`config.mk`:
```
export PLATFORM = sky130hd
export DESIGN_NAME = pipelined_barrel_shifter
export DESIGN_NICKNAME = d
export VERILOG_FILES = /design/src/rtl/pipelined_barrel_shifter.sv
export SDC_FILE = /design/constraint.sdc
export NUM_CORES = 1
export LEC_CHECK = 0
export CORE_MARGIN = 2
export CORE_UTILIZATION = 51
export DETAILED_ROUTE_END_ITERATION = 10
export GPL_ROUTABILITY_DRIVEN = 1
export PLACE_DENSITY_LB_ADDON = 0.05
export SKIP_CTS_REPAIR_TIMING = 1
export SYNTH_ARGS = -nofsm -noshare
export SYNTH_HDL_FRONTEND = slang
export SYNTH_SLANG_ARGS = --single-unit
```
`constraint.sdc`:
```
create_clock -name clk -period 3.1 [get_ports clk]
set_input_delay 0.93 -clock clk [delete_from_list [all_inputs] [get_ports clk]]
set_output_delay 0.93 -clock clk [all_outputs]
set_load 0.01 [all_outputs]
```
`src/rtl/pipelined_barrel_shifter.sv`:
```
// Pipelined barrel shifter with valid/ready handshake on both sides.
// One registered stage per shift-amount bit; stage k shifts by 2^k when s[k]=1.
// Modes: 00 logical left, 01 logical right, 10 arithmetic right, 11 rotate left.
// Optional feature macro: BARREL_ROTATE_EN. When undefined, mode 11 is a logical left.
module pipelined_barrel_shifter #(
  parameter int unsigned WIDTH = 16
) (
  input  logic                     clk,
  input  logic                     rst,
  input  logic                     in_valid,
  output logic                     in_ready,
  input  logic [WIDTH-1:0]         D,
  input  logic [$clog2(WIDTH)-1:0] s,
  input  logic [1:0]               mode,
  output logic                     out_valid,
  input  logic                     out_ready,
  output logic [WIDTH-1:0]         Q
);

  localparam int unsigned SW = $clog2(WIDTH);

  localparam logic [1:0] MODE_LSL = 2'b00;
  localparam logic [1:0] MODE_LSR = 2'b01;
  localparam logic [1:0] MODE_ASR = 2'b10;
  localparam logic [1:0] MODE_ROL = 2'b11;

  // Per-stage pipeline contents: valid, partial data, shift amount, mode.
  logic             valid_q [SW];
  logic             valid_d [SW];
  logic [WIDTH-1:0] data_q  [SW];
  logic [WIDTH-1:0] data_d  [SW];
  logic [SW-1:0]    s_q     [SW];
  logic [SW-1:0]    s_d     [SW];
  logic [1:0]       mode_q  [SW];
  logic [1:0]       mode_d  [SW];

  logic advance;

  // One fixed-distance shift step; arithmetic right keeps the MSB, which
  // always equals the accepted operand's sign bit because earlier stages preserve it.
  function automatic logic [WIDTH-1:0] shift_step(input logic [WIDTH-1:0] d,
                                                  input int unsigned      amt,
                                                  input logic [1:0]       m);
    logic [WIDTH-1:0] r;
    r = d << amt;
    case (m)
      MODE_LSL: r = d << amt;
      MODE_LSR: r = d >> amt;
      MODE_ASR: r = WIDTH'($signed(d) >>> amt);
`ifdef BARREL_ROTATE_EN
      MODE_ROL: r = (d << amt) | (d >> (WIDTH - amt));
`else
      MODE_ROL: r = d << amt;
`endif
      default:  r = d << amt;
    endcase
    return r;
  endfunction

  // Whole pipeline moves only when the output slot is empty or being drained.
  assign advance   = !out_valid || out_ready;
  assign in_ready  = advance;
  assign out_valid = valid_q[SW-1];
  assign Q         = data_q[SW-1];

  // Next-state of every stage: stage 0 from the ports, stage k from stage k-1.
  always_comb begin
    valid_d[0] = in_valid;
    s_d[0]     = s;
    mode_d[0]  = mode;
    data_d[0]  = s[0] ? shift_step(D, 1, mode) : D;
    for (int k = 1; k < SW; k++) begin
      valid_d[k] = valid_q[k-1];
      s_d[k]     = s_q[k-1];
      mode_d[k]  = mode_q[k-1];
      data_d[k]  = ((s_q[k-1] & (SW'(1) << k)) != '0)
                   ? shift_step(data_q[k-1], 32'(1) << k, mode_q[k-1])
                   : data_q[k-1];
    end
  end

  // Stage registers: cleared asynchronously, loaded together on advance.
  always_ff @(posedge clk or posedge rst) begin
    if (rst) begin
      for (int k = 0; k < SW; k++) begin
        valid_q[k] <= 1'b0;
        data_q[k]  <= '0;
        s_q[k]     <= '0;
        mode_q[k]  <= '0;
      end
    end else if (advance) begin
      for (int k = 0; k < SW; k++) begin
        valid_q[k] <= valid_d[k];
        data_q[k]  <= data_d[k];
        s_q[k]     <= s_d[k];
        mode_q[k]  <= mode_d[k];
      end
    end
  end

endmodule

```
==> results by group <==
Worst setup path
  • Reg2reg end: data_q[45]
  • Largest delay share family, worst path: buffers and inverters
  • Worst Path Max Fanout: 2
  • Startpoint types: input port
  • R2r startpoint: mode_d[4]
  • R2r setup slk: 1.39 ns
  • Buf+Inv Stages, Crit Path: 3
  • CP max stage cell: clkdlybuf4s50_1
  • Worst path arrival time: 2.06 ns
  • Crit path cell chain: clkdlybuf4s50_1, nor2b_4, inv_2, clkdlybuf4s50_1
  • Worst Reg2Reg Path Length in Cells: 5
  • Cell mode on critical path: clkdlybuf4s50_1
  • CP peak stage delay: 0.53 ns
  • WP depth: 4
  • WS Path Type: in2out
  • CP Capture Type: primary output
  • Data required time of the worst path: 2.17 ns

Clocking
  • CTS H-tree depth: 3
  • Clock slew at reported path FFs: 0.08 ns
  • CTS tree: done
  • Number of buffers created by CTS: 9
  • Clk Tree Root Cell: clkbuf_8
  • Worst skew pair latency: 0.36 ns
  • Clk sink count: 80
  • CTS Buffer Depth: 2

Worst hold path
  • WHS Endpoint: valid_d[0]
  • Hold WC Path Type: reg2reg
  • Hold path start: valid_d[0]
  • Hold Path Depth: 2

Timing
  • Unrepaired setup endpoints after global routing: no
  • Period Utilization, post-route: 0.9639
  • Hold Slack: 0.4630 ns
  • FMAX: 0.3347 GHz
  • Final setup vio count: 0
  • Worst-Margin Slew: 0.7706 ns
  • Clock Skew: 0.01288 ns
  • Slew Limit Fails: 0
  • Final worst path period need: 2.988 ns
  • Final-report hold violation count: 0
  • Worst slew margin: 0.4863
  • Setup TNS: 0 ns

Power and ir drop
  • Clock power share: 0.191
  • Max rail drop VDD: 319.9 uV
  • Lkg Pwr: 2.004 nW
  • Seq pwr share: 0.409
  • Switching share of power: 0.3841
  • Pwr dens: 1008 nW/um^2
  • Psw: 1.823 mW
  • Logic pwr share: 0.400
  • Internal power: 2.923 mW
  • Total power: 4.745 mW

Place
  • IO buf count: 43
  • Post-DP Area: 4473 um^2
  • DP Wirelength: 5703 um
  • Placer congestion estimate: 0.8335
  • Dpl cells: 555

Floorplan
  • Die area: 8862 um^2
  • Die W: 94.14 um
  • FP Rows: 32
  • Starting Density: 0.5308
  • Placeable Area: 7807 um^2
  • Vert. Die Dim: 94.14 um
  • Boundary Pins: 44

Detailed routing
  • Routed wl met2: 4070 um
  • Drt total wl: 8337 um
  • Post-route ant nets: 0
  • Top Layer Used: met4
  • DRT Pass-1 Iters: 5
  • DR WL/cell: 14.60 um
  • Total number of vias: 3208
  • Vias per inst: 5.618
  • Iteration-0 DRC Markers: 179
  • DRT met1 WL: 3747 um
  • Met3 wire len: 352 um
  • Drc violations: 0

Global routing
  • Initial antenna violation count: 0
  • Total global-route track usage: 0.2089
  • Vias in the first global route: 3158
  • First-pass GRT wire length: 14630 um
  • Largest net degree at the start of global routing: 83
  • Overflow after GRT: 0

Run status
  • Status: finished clean

Synth
  • Post-synth net total: 487
  • Ys Warns: 0
  • Post-Syn Area per Cell: 9.148 um^2
  • Synth Cell Area: 4144 um^2
  • Distinct cells, synth: 31
  • Register area share after synthesis: 0.4831
  • Syn Inst Count: 453
  • #FFs+latches synth: 80

Finish
  • Synth-to-Final Area Change: 13.62%
  • Post-route insts no fill: 571
  • NumNets Final: 498
  • Share of layout cells above drive strength 1: 0.07249
  • Inserted Diodes: 0
  • Design area: 4708 um^2

Flow run
  • Max Cap Viol: 0
==> cells in the mapped netlist (all sizes together) <==
| master | n | area, um^2 |
|---|---|---|
| nand3 | 7 | 35.03 |
| a21boi | 1 | 7.510 |
| a21oi | 16 | 80.08 |
| dfrtp | 80 | 2002 |
| nand2 | 71 | 266.5 |
| nor2 | 30 | 112.6 |
| and2b | 1 | 8.760 |
| nor2b | 10 | 62.56 |
| o21a | 2 | 15.01 |
| or2 | 3 | 18.77 |
| ha | 8 | 100.1 |
| a31oi | 8 | 50.05 |
| o21ai | 76 | 380.4 |
| clkbuf | 11 | 41.29 |
| o22ai | 1 | 6.260 |
| and3b | 1 | 8.760 |
| a22oi | 5 | 37.54 |
| a221oi | 46 | 446.7 |
| inv | 22 | 82.58 |
| a22o | 3 | 26.28 |
| o22a | 9 | 78.83 |
| nand2b | 3 | 18.77 |
| nor3 | 1 | 5.000 |
| buf | 38 | 252.7 |
==> tightest hold or removal path: cells and delay by family (launching register included) <==
kind             cells  cell delay [ns]
AND/OR/NAND/NOR      2             0.10
flip-flops           1             0.34
==> how the worst max path moves through the flow <==
stage	slack (ns)	to	from
2_1_floorplan	0.12	Q[0]	rst
3_3_place_gp	0.12	in_ready	out_ready
3_5_place_dp	0.1	in_ready	out_ready
4_1_cts	0.10	in_ready	out_ready
5_1_grt	0.07	in_ready	out_ready
6_report	0.11	in_ready	out_ready
==> logic make-up after synthesis <==
kind of cell	count (synthesis)	synth area share
compound gates	167	0.2723
simple gates	127	0.1295
flops	80	0.4831
buf+inv	71	0.09088
fa+ha+maj	8	0.02416
==> placed cells by master (no fill, tap or decap), types with 2 or more instances in the layout <==
master and count:
o21ai_0 57, bufinv_16 3, or2_1 2, a22o_1 3, inv_2 3, nand2_1 71, clkinv_2 2, ha_1 8
nor2b_1 9, buf_4 5, inv_1 19, nand2b_1 3, clkdlybuf4s50_1 43, a22oi_1 5, nor2_1 30, o21ai_1 19
nand3_1 7, a31oi_1 8, o21a_1 2, dfrtp_1 80, a21oi_1 16, o22a_1 9, clkbuf_8 9, a221oi_2 7
a221oi_1 39
==> stage by stage <==
stage,utilization,setup WS [ns]
after detailed placement,0.5729,0.09829
after CTS,0.6030,0.1030
after global placement,0.5729,0.1201
after floorplan,-,0.1183
final,0.6030,0.1119
after global routing,0.6030,0.06875
==> sequential cells by signal, indices dropped and copies added, names as in the netlist <==
| register | count |
|---|---|
| s_d | 6 |
| out_valid | 1 |
| valid_d | 3 |
| data_q | 48 |
| Q | 16 |
| mode_d | 6 |
==> final cells by class <==
type / count / area [um^2]
multi-input combinational: 302 / 1773
clock inverter: 6 / 107.6
fill: 700 / 3099
inverter: 22 / 82.58
sequential: 80 / 2002
clock buffer: 10 / 127.6
timing repair buffer: 49 / 488.0
tap: 102 / 127.6
==> metal layers <==
metal,vias up,GRT usage
met2,81,0.3512
met5,-,0
met1,1483,0.2589
met3,13,0.05377
li1,1631,-
met4,0,0.07729
==> power groups by stage <==
stage / combinational (mW) / sequential, mW / clock [mW]
CTS: 1.91 / 1.94 / 0.923
finish: 1.90 / 1.94 / 0.905
global route: 2.17 / 2.02 / 0.963
global placement: 1.87 / 1.93 / 0
detailed placement: 1.91 / 1.96 / 0
floorplan: 1.57 / 1.81 / 0
Power figures use the tool's default switching activity.
